[src/rtl/spi_pkg.sv]
// spi_pkg: definitions shared by the SPI register controller.
//   - state_t and ST_* constants: controller FSM encoding
//   - CMD_* constants: bit positions inside the command byte
package spi_pkg;

    typedef logic [2:0] state_t;

    localparam state_t ST_IDLE   = 3'd0;
    localparam state_t ST_CMD    = 3'd1;
    localparam state_t ST_WDATA  = 3'd2;
    localparam state_t ST_RDATA  = 3'd3;
    localparam state_t ST_IGNORE = 3'd4;

    // Command byte: [7] 1=write/0=read, [6:ADDR_W] reserved, [ADDR_W-1:0] address
    localparam int unsigned CMD_WRITE_BIT = 7;
    localparam int unsigned CMD_RSV_MSB   = 6;

endpackage

[src/rtl/spi_cmd_decode.sv]
// spi_cmd_decode: splits a received command byte into its fields.
// Ports:
//   rx_data  in   command byte
//   is_write out  1 = write command, 0 = read command
//   addr     out  start register address
//   rsv_err  out  1 when any reserved bit is set
module spi_cmd_decode
    import spi_pkg::*;
#(
    parameter int ADDR_W = 3
) (
    input  logic [7:0]        rx_data,
    output logic              is_write,
    output logic [ADDR_W-1:0] addr,
    output logic              rsv_err
);

    logic [CMD_RSV_MSB:0] low_bits;

    always_comb begin
        low_bits = rx_data[CMD_RSV_MSB:0];
        is_write = rx_data[CMD_WRITE_BIT];
        addr     = rx_data[ADDR_W-1:0];
        // Shifting out the address leaves only the reserved field
        rsv_err  = |(low_bits >> ADDR_W);
    end

endmodule

[src/rtl/spi_reg_ctrl.sv]
// spi_reg_ctrl: turns an SPI byte stream into register read/write strobes.
// A frame is one ss-low interval; its first byte is a command, further bytes
// are write data (write) or clock-out slots (read).
// Build option: define SPI_REG_CTRL_AUTOINC_EN to auto-increment the address
// on every further data byte; otherwise only the first data byte acts.
// Ports:
//   clk, rst            clock, async active-high reset
//   ss                  slave select (active low, synchronised)
//   rx_data, rx_rdy     received byte and its one-cycle valid pulse
//   tx_data, tx_load    byte for the transmitter and its load pulse
//   wr_en/addr/data     register write strobe, address, data
//   rd_en/addr, rd_data register read strobe, address, combinational data
//   busy                FSM not idle
//   err                 pulse on rejected command
module spi_reg_ctrl
    import spi_pkg::*;
#(
    parameter int ADDR_W      = 3,
    parameter int CMD_RSV_CHK = 1
) (
    input  logic              clk,
    input  logic              rst,
    input  logic              ss,
    input  logic [7:0]        rx_data,
    input  logic              rx_rdy,
    output logic [7:0]        tx_data,
    output logic              tx_load,
    output logic              wr_en,
    output logic [ADDR_W-1:0] wr_addr,
    output logic [7:0]        wr_data,
    output logic              rd_en,
    output logic [ADDR_W-1:0] rd_addr,
    input  logic [7:0]        rd_data,
    output logic              busy,
    output logic              err
);

    state_t            state_q,   state_d;
    logic [ADDR_W-1:0] addr_q,    addr_d;
    logic [7:0]        tx_data_q, tx_data_d;
    logic              tx_load_q, tx_load_d;
    logic              wr_en_q,   wr_en_d;
    logic [ADDR_W-1:0] wr_addr_q, wr_addr_d;
    logic [7:0]        wr_data_q, wr_data_d;
    logic              rd_en_q,   rd_en_d;
    logic [ADDR_W-1:0] rd_addr_q, rd_addr_d;
    logic              err_q,     err_d;

    logic              cmd_is_write;
    logic [ADDR_W-1:0] cmd_addr;
    logic              cmd_rsv_err;

    spi_cmd_decode #(.ADDR_W(ADDR_W)) u_decode (
        .rx_data  (rx_data),
        .is_write (cmd_is_write),
        .addr     (cmd_addr),
        .rsv_err  (cmd_rsv_err)
    );

    always_comb begin
        state_d   = state_q;
        addr_d    = addr_q;
        wr_en_d   = 1'b0;
        wr_addr_d = wr_addr_q;
        wr_data_d = wr_data_q;
        rd_en_d   = 1'b0;
        rd_addr_d = rd_addr_q;
        err_d     = 1'b0;
        // A read strobe always completes into tx_data one cycle later, even
        // if ss rises in between.
        tx_load_d = rd_en_q;
        tx_data_d = rd_en_q ? rd_data : tx_data_q;

        if (ss) begin
            state_d = ST_IDLE;
        end else begin
            case (state_q)
                ST_IDLE: state_d = ST_CMD;
                ST_CMD: begin
                    if (rx_rdy) begin
                        if ((CMD_RSV_CHK != 0) && cmd_rsv_err) begin
                            state_d = ST_IGNORE;
                            err_d   = 1'b1;
                        end else if (cmd_is_write) begin
                            state_d = ST_WDATA;
                            addr_d  = cmd_addr;
                        end else begin
                            state_d   = ST_RDATA;
                            addr_d    = cmd_addr;
                            rd_en_d   = 1'b1;
                            rd_addr_d = cmd_addr;
                        end
                    end
                end
                ST_WDATA: begin
                    if (rx_rdy) begin
                        wr_en_d   = 1'b1;
                        wr_addr_d = addr_q;
                        wr_data_d = rx_data;
`ifdef SPI_REG_CTRL_AUTOINC_EN
                        addr_d    = addr_q + ADDR_W'(1);
`else
                        state_d   = ST_IGNORE;
`endif
                    end
                end
                ST_RDATA: begin
                    if (rx_rdy) begin
`ifdef SPI_REG_CTRL_AUTOINC_EN
                        addr_d    = addr_q + ADDR_W'(1);
                        rd_en_d   = 1'b1;
                        rd_addr_d = addr_q + ADDR_W'(1);
`else
                        state_d   = ST_IGNORE;
`endif
                    end
                end
                ST_IGNORE: state_d = ST_IGNORE;
                default:   state_d = ST_IDLE;
            endcase
        end
    end

    always_ff @(posedge clk or posedge rst) begin
        if (rst) begin
            state_q   <= ST_IDLE;
            addr_q    <= '0;
            tx_data_q <= '0;
            tx_load_q <= 1'b0;
            wr_en_q   <= 1'b0;
            wr_addr_q <= '0;
            wr_data_q <= '0;
            rd_en_q   <= 1'b0;
            rd_addr_q <= '0;
            err_q     <= 1'b0;
        end else begin
            state_q   <= state_d;
            addr_q    <= addr_d;
            tx_data_q <= tx_data_d;
            tx_load_q <= tx_load_d;
            wr_en_q   <= wr_en_d;
            wr_addr_q <= wr_addr_d;
            wr_data_q <= wr_data_d;
            rd_en_q   <= rd_en_d;
            rd_addr_q <= rd_addr_d;
            err_q     <= err_d;
        end
    end

    assign tx_data = tx_data_q;
    assign tx_load = tx_load_q;
    assign wr_en   = wr_en_q;
    assign wr_addr = wr_addr_q;
    assign wr_data = wr_data_q;
    assign rd_en   = rd_en_q;
    assign rd_addr = rd_addr_q;
    assign err     = err_q;
    assign busy    = (state_q != ST_IDLE);

endmodule

[config.mk]
export PLATFORM = sky130hd
export DESIGN_NAME = spi_reg_ctrl
export DESIGN_NICKNAME = d
export VERILOG_FILES = /design/src/rtl/spi_pkg.sv /design/src/rtl/spi_cmd_decode.sv /design/src/rtl/spi_reg_ctrl.sv
export SDC_FILE = /design/constraint.sdc
export NUM_CORES = 1
export LEC_CHECK = 0
export BUFFER_PORTS_ARGS = -buffer_cell sky130_fd_sc_hd__clkbuf_2
export CORE_MARGIN = 5
export CORE_UTILIZATION = 45
export DETAILED_ROUTE_END_ITERATION = 8
export PLACE_DENSITY = 0.75
export SYNTH_ARGS = -nofsm -noshare
export SYNTH_HDL_FRONTEND = slang
export SYNTH_SLANG_ARGS = --single-unit
[constraint.sdc]
create_clock -name clk -period 2.1 [get_ports clk]
set_input_delay 0.42 -clock clk [delete_from_list [all_inputs] [get_ports clk]]
set_output_delay 0.42 -clock clk [all_outputs]
set_load 0.1 [all_outputs]
==> impl_metrics.toml, run 1 <==
[sta]
min_period_over_period_pct = 91.87
drv_slew = 0
setup_tns_ns = 0
worst_slew_pin_slew_ns = 0.5555
fin_crit_ns = 1.929
setup_viol_count_final = 0
clock.fmax_mhz = 518.3
hold_viol_final = 0
rsz0062_at_grt = "false"
fin_skew_ns = 0.003089
max_slew_margin_pct = 63.12

[detailed_routing]
wl_per_cell_um = 14.03
wl_mm = 2.329
dr.pass1.iters = 2
drc = 0
via_count = 850
initialDrtViolationCount = 26
ant_nets = 0
vias_per_cell = 5.120

[die]
die_h_um = 62.39
core_um2 = 2686
pin_count = 47
initial_core_util_pct = 45.97
die-area_um2 = 3892
std_cell_rows = 19
die_w_um = 62.39

[clock_network]
htree_levels = 2
clk_pin_slew_ns = 0.09
cts_sinks = 32
clk_latency_ns = 0.33
root_buffer = "clkbuf_4"
cts_setup_buffers = 0
cts_tree = "built"
cts_resized = 0
cts_buffer_depth = 2
cts_buffers = 5
cts_hold_buf = 0

[logic_synthesis]
syn_inst = 80
synth-edff-count = 0
avgSynthCellArea_um2 = 15.44
yosys_register_bits = 32
syn-num-nets = 100
synthFlopType = "dfrtp_1"
netlist_area_um2 = 1235
yosysSeqAreaShare_pct = 64.84
yosysWarnings = 0
async_reset_ff_share_pct = 100.0
ys_types = 21

[final_layout]
antennaDiodeCount = 0
synthToLayoutAreaGrowth_pct = 29.08
seqCellArea_um2 = 800.8
drive_above_1_share_pct = 62.96
fill_cells = 219
final_nets = 155
multi_input_area_um2 = 410.4

[flow_run]
maxCapViolCount = 0

[grt]
gr-total-overflow = 0
grt_max_degree = 33
grt_pass1_vias = 878
grt_usage_pct = 13.12
grt_pass1_wl_mm = 3.981
antenna_found_initial = 0

[setup_path]
worstPathRequired_ns = 1.68
crit_type = "flop to output port"
cp.arrival_ns = 1.51
endpoint_kind = "output port"
critPathLaunchType = "flop"
critical_path.max_fanout = 7

[power]
power_density_nw_per_um2 = 880.5
p_leak_uw = 0.0008962
total_power_uw = 1404
ir_drop_uv = 627.9

[outcome]
status = "completed"

[hold_path]
hp-class = "input port to asynchronous set/reset pin"

[placement]
place_hpwl_mm = 1.823
place.gp.congestion = 0.7886
portBuffers = 46
[through the flow]
| step | hold WS [ns] | utilization, % | cell area (µm²) | worst slack (ns) | cells |
|---|---|---|---|---|---|
| after floorplan | 0.4766 | - | 1235 | 0.2073 | 80 |
| after global placement | 0.4877 | 56.92 | 1529 | 0.1313 | 159 |
| after detailed placement | 0.4929 | 56.92 | 1529 | 0.07552 | 159 |
| after CTS | 0.1473 | 59.34 | 1594 | 0.1676 | 166 |
| after global routing | 0.1630 | 59.34 | 1594 | 0.09051 | 166 |
| final | 0.1317 | 59.34 | 1594 | 0.1707 | 166 |
[worst paths after layout]
check	from	to	slack [ns]	depth (start not counted)
min in group clk	ss	state_q[2]	0.31	2
max in group asynchronous	rst	wr_data[0]	1.68	3
setup / recovery	state_q[1]	busy	0.17	2
setup reg to reg	state_q[2]	rd_addr[1]	0.54	3
hold / removal	rst	tx_data[7]	0.13	3
hold reg to reg	addr_q[2]	wr_addr[2]	0.51	1
[critical path, stage by stage, from the launching register on]
cell and delay [ns]:
dfrtp_1 0.45, or3_1 0.36, clkbuf_2 0.37
[cell families (layout without fill, tap and decap cells)]
group           after synthesis  in the layout  synth area share (%)
flops                        32             32                 64.84
mux                          25             25                 22.80
simple gates                 12             12                 7.397
buf+inv                       6             61                 1.924
compound gates                5              5                 3.039
[routing by layer]
metal	vias to the layer above	wire [µm]	global-route usage [%]
met4	0	53	6.366
met1	414	932	14.89
met2	36	1088	19.69
met5	-	0	0
met3	6	254	7.554
li1	394	-	-
[registers in the layout, indices dropped and copies added, names as in the netlist]
name	cells
wr_en	1
addr_q	3
err	1
wr_data	8
wr_addr	3
rd_en	1
tx_load	1
rd_addr	3
state_q	3
tx_data	8
[power by group]
part	switching [µW]	total [µW]	internal, µW
Clock	195	384	190
Combinational	274	343	69.5
Sequential	22.3	676	654
[cells in the final DEF (no fill, tap or decap)]
cell / Yosys / layout
clkbuf_2: 0 / 46
dfrtp_1: 32 / 32
mux2_2: 25 / 25
clkbuf_4: 0 / 5
buf_4: 0 / 5
nor2_1: 3 / 3
inv_1: 3 / 3
clkbuf_8: 0 / 2
or4_1: 1 / 1
or2_1: 1 / 1
nand3b_1: 1 / 1
nor3_1: 1 / 1
nand4b_1: 1 / 1
a21oi_1: 1 / 1
or4b_2: 1 / 1
o41ai_1: 1 / 1
or3_1: 1 / 1
nor3b_1: 1 / 1
nor4_4: 1 / 1
o21ai_0: 1 / 1
a32o_1: 1 / 1
a2bb2oi_1: 1 / 1
[cell type report]
class	count	area share [%]
Clock buffer	7	4.082
Timing Repair Buffer	51	16.80
Sequential cell	32	50.24
Multi-Input combinational cell	42	25.75
Inverter	3	0.7064
Tap cell	31	2.433
[cells in the mapped netlist, types with 3 or more instances]
library cell / n / area share [%]
dfrtp_1: 32 / 65
inv_1: 3 / 0.91
mux2_2: 25 / 23
nor2_1: 3 / 0.91
No activity file was read; power rests on OpenSTA's default activity.
==> run 2, diff against run 1 <==
PLACE_DENSITY = 0.84   (was 0.75)
==> run 2 against run 1 <==
Net effect:
- wire length up 1.9%
- count of clock-buffer cells in the layout increased by 1
- final area shrank 0.39%
==> impl_metrics.toml, run 2 (synthesis gave the netlist of run 1 again) <==
[outcome]
status = "completed"

[setup_path]
slowest_stage = "dfrtp_1"
worstPathRequired_ns = 1.68
critPathLaunchType = "flop"
crit_path_cell_trace = "or3_1, clkbuf_2"
critical_path.max_fanout = 7
crit_type = "flop to output port"
ff2ff_setup_slack_ns = 0.52
cp.arrival_ns = 1.53
critPathMaxStageDelay_ns = 0.46
endpoint_kind = "output port"

[sta]
holdWs_ns = 0.1496
fin_skew_ns = 0.004181
clock.fmax_mhz = 513.6
setup_ws_ns = 0.1528
setup_viol_count_final = 0
fin_crit_ns = 1.947
min_period_over_period_pct = 92.72
drv_slew = 0
worst_slew_pin_slew_ns = 0.5521
max_slew_margin_pct = 63.35
rsz0062_at_grt = "false"
setup_tns_ns = 0
hold_viol_final = 0

[clock_network]
clk_latency_ns = 0.32
cts_hold_buf = 0
cts_sinks = 32
root_buffer = "clkbuf_4"
cts_setup_buffers = 0
cts_resized = 0
cts_buffer_depth = 2
clk_pin_slew_ns = 0.09
cts_buffers = 5
cts_tree = "built"
htree_levels = 2

[power]
power_density_nw_per_um2 = 864.0
ir_drop_uv = 664.5
p_leak_uw = 0.0008927

[grt]
antenna_found_initial = 0
grt_pass1_wl_mm = 4.215
grt_pass1_vias = 918
grt_max_degree = 33
gr-total-overflow = 0
grt_usage_pct = 13.44

[final_layout]
final_common_cell = "clkbuf_2"
instances_no_fill = 167
final_nets = 155
antennaDiodeCount = 0
drive_above_1_share_pct = 61.76
finish.instance_area_um2 = 1588
synthToLayoutAreaGrowth_pct = 28.57
layout_common_cells = "46 x clkbuf_2, 32 x dfrtp_1, 25 x mux2_2"

[placement]
placed_area_um2 = 1529
place.gp.congestion = 0.6765
place_hpwl_mm = 1.810
portBuffers = 46
pre_cts_ws_ns = 0.06005
placed_cells = 159

[detailed_routing]
ant_nets = 0
initialDrtViolationCount = 9
vias_per_cell = 5.090
wl_per_cell_um = 14.21
drc = 0
via_count = 850
dr.pass1.iters = 4
wl_mm = 2.373

[die]
die-area_um2 = 3892
std_cell_rows = 19
initial_core_util_pct = 45.97
die_w_um = 62.39
pin_count = 47
core_um2 = 2686
die_h_um = 62.39

[flow_run]
maxCapViolCount = 0

[hold_path]
hp-class = "input port to asynchronous set/reset pin"
-- run 2: cell count changes in the layout (fill, tap and decap cells not counted) --
cell,change
clkbuf_1,+2
clkbuf_8,-1
-- run 2: power by group --
| part | internal [µW] | leakage, µW | switching (µW) |
|---|---|---|---|
| clock network | 165 | 0.0000326 | 184 |
| registers | 654 | 0.000440 | 23.7 |
| logic | 69.6 | 0.000420 | 276 |
| total | 888 | 0.000893 | 483 |
-- run 2: final cells by class --
class | instances | area (µm²)
clock buffers | 8 | 58.81
fillers | 232 | 1099
inverters | 3 | 11.26
multi-input cells | 42 | 410.4
flip-flops and latches | 32 | 800.8
well taps | 31 | 38.79
repair buffers | 51 | 267.8
-- run 2: path summary, 6_finish.rpt --
| path | start | end | depth (start not counted) |
|---|---|---|---|
| max | state_q[1] | busy | 2 |
| min | rst | tx_load | 3 |
| max reg2reg | state_q[2] | addr_q[0] | 4 |
| min reg2reg | wr_addr[1] | wr_addr[1] | 1 |
| max in group asynchronous | rst | wr_data[0] | 3 |
| min in group clk | ss | state_q[2] | 2 |
-- run 2: layer usage --
layer	part of all wire (%)	GRT usage (%)	vias to the layer above
li1	-	-	393
met5	0	0	-
met3	8.7	6.295	8
met2	46	20.73	39
met4	2.5	5.040	0
met1	43	16.34	410
-- run 2: per-stage QoR --
stage	utilization [%]	power, µW
after floorplan	-	964.7
after global placement	56.92	1029
after detailed placement	56.92	1038
after CTS	59.11	1390
after global routing	59.11	1448
final	59.11	1372
-- run 2: critical path: cells and delay by family, from the launching register on --
family                 cells  cell delay [ns]
buffers and inverters      1             0.38
flip-flops                 1             0.46
AND/OR/NAND/NOR            1             0.37
==> run 3, diff against run 2 <==
BUFFER_PORTS_ARGS = default   (was -buffer_cell sky130_fd_sc_hd__clkbuf_2)
CTS_BUF_LIST = sky130_fd_sc_hd__clkbuf_2   (was default)
DONT_BUFFER_PORTS = 1   (was default)
PLACE_DENSITY = 0.7   (was 0.84)
==> run 3 against run 2 <==
Net effect:
- register-to-register slack about the same
- worst hold slack worse by 0.025 ns
- sequential power up 26%
- maximum frequency up 4.7%
- power down 8.1%
- flip-flop and latch count unchanged
- critical path depth unchanged
- die area unchanged
- clock skew up 0.0062 ns
- final area down 14%
- core utilization down 8.1 points
==> impl_metrics.toml, run 3 (synthesis gave the netlist of run 1 again) <==
[final_layout]
instances_no_fill = 125
finish.instance_area_um2 = 1370
final_common_cell = "dfrtp_1"
synthToLayoutAreaGrowth_pct = 10.94
layout_common_cells = "32 x dfrtp_1, 25 x mux2_2, 8 x buf_4"
seqCellArea_um2 = 800.8
final_nets = 113
antennaDiodeCount = 0
multi_input_area_um2 = 410.4
fill_cells = 237
drive_above_1_share_pct = 44.68

[setup_path]
ff2ff_path_depth = 3
r2r_end = "rd_addr[1]"
critPathLaunchType = "flop"
worstPathRequired_ns = 1.68
ff2ff_setup_slack_ns = 0.51
reg2reg_from = "state_q[2]"
cp.arrival_ns = 1.44
endpoint_kind = "output port"
crit_path_start = "state_q[1]"
critical_path.max_fanout = 7
crit_type = "flop to output port"

[die]
std_cell_rows = 19
die_h_um = 62.39
initial_core_util_pct = 45.97
pin_count = 47
die-area_um2 = 3892
core_um2 = 2686
die_w_um = 62.39

[power]
power_density_nw_per_um2 = 920.4
p_leak_uw = 0.0007088
ir_drop_uv = 560.3

[detailed_routing]
drc = 0
dr.pass1.iters = 4
wl_per_cell_um = 17.46
ant_nets = 0
via_count = 716
vias_per_cell = 5.728
wl_mm = 2.183
initialDrtViolationCount = 18

[grt]
grt_pass1_vias = 766
grt_usage_pct = 12.23
grt_pass1_wl_mm = 3.677
antenna_found_initial = 0
grt_max_degree = 24
gr-total-overflow = 0

[sta]
fin_skew_ns = 0.01039
setup_tns_ns = 0
min_period_over_period_pct = 88.54
rsz0062_at_grt = "false"
setup_viol_count_final = 0
fin_crit_ns = 1.859
max_slew_margin_pct = 39.31
worst_slew_pin_slew_ns = 0.9104
drv_slew = 0
hold_viol_final = 0
clock.fmax_mhz = 537.8

[clock_network]
root_buffer = "clkbuf_2"
htree_levels = 2
cts_resized = 0
cts_tree = "built"
clk_pin_slew_ns = 0.15
cts_buffers = 5
cts_buffer_depth = 2
cts_sinks = 32
clk_latency_ns = 0.35

[hold_path]
min_from = "rx_data[7]"
min_path_cells = 1
min_to = "rd_en"
hp-class = "input port to flop"

[outcome]
status = "completed"

[placement]
placed_area_um2 = 1321
portBuffers = 0
place_hpwl_mm = 1.661
placed_cells = 116
place.gp.congestion = 0.8170

[flow_run]
maxCapViolCount = 0
-- run 3: cell types whose count changed in the layout (fill, tap and decap cells not counted), moves of 2 or more --
cell / delta
clkbuf_2: -39
buf_4: +3
clkbuf_4: -5
clkbuf_1: -2
-- run 3: per-stage QoR --
step / hold WS (ns) / utilization, % / setup WS, ns / total power, µW
4_1_cts: 0.09872 / 51.00 / 0.2166 / 1281
5_1_grt: 0.06401 / 51.00 / 0.1311 / 1329
6_report: 0.1243 / 51.00 / 0.2407 / 1261
3_3_place_gp: 0.2897 / 49.18 / 0.1378 / 990.3
2_1_floorplan: 0.4766 / - / 0.2073 / 964.7
3_5_place_dp: 0.3047 / 49.18 / 0.09106 / 994.7
-- run 3: area by class of cell --
type	instances	share of cell area (%)
tap	31	2.831
clock buffer	7	2.557
sequential	32	58.45
multi-input combinational	42	29.95
clock inverter	1	0.2740
inverter	3	0.8219
timing repair buffer	9	5.114
-- run 3: where the power goes --
part	internal (µW)	switching, µW
Clock	89.2	190
Combinational	47.4	81.3
Sequential	650	203
Total	787	474
-- run 3: how the worst max path moves through the flow --
stage | slack, ns | cells after the start | to
after floorplan | 0.21 | 4 | addr_q[0]
after global placement | 0.14 | 3 | rd_addr[1]
after detailed placement | 0.09 | 3 | rd_addr[2]
after CTS | 0.22 | 2 | busy
after global routing | 0.13 | 2 | busy
final | 0.24 | 2 | busy
-- run 3: per-layer routing --
layer	GRT usage, %	vias up	part of all wire, %
met4	7.427	0	2.7
met2	16.84	43	46
met5	0	-	0
li1	-	316	-
met1	13.67	348	37
met3	8.453	9	14
-- run 3: worst max-delay path: stages (launching register included) --
cell	delay (ns)
dfrtp_1	0.47
or3_1	0.38
buf_4	0.24
-- run 3: what timing repair did --
item	4_1_cts	5_1_grt
hold buffers	1	0
buffers inserted	0	0
hold endpoints to repair	9	0
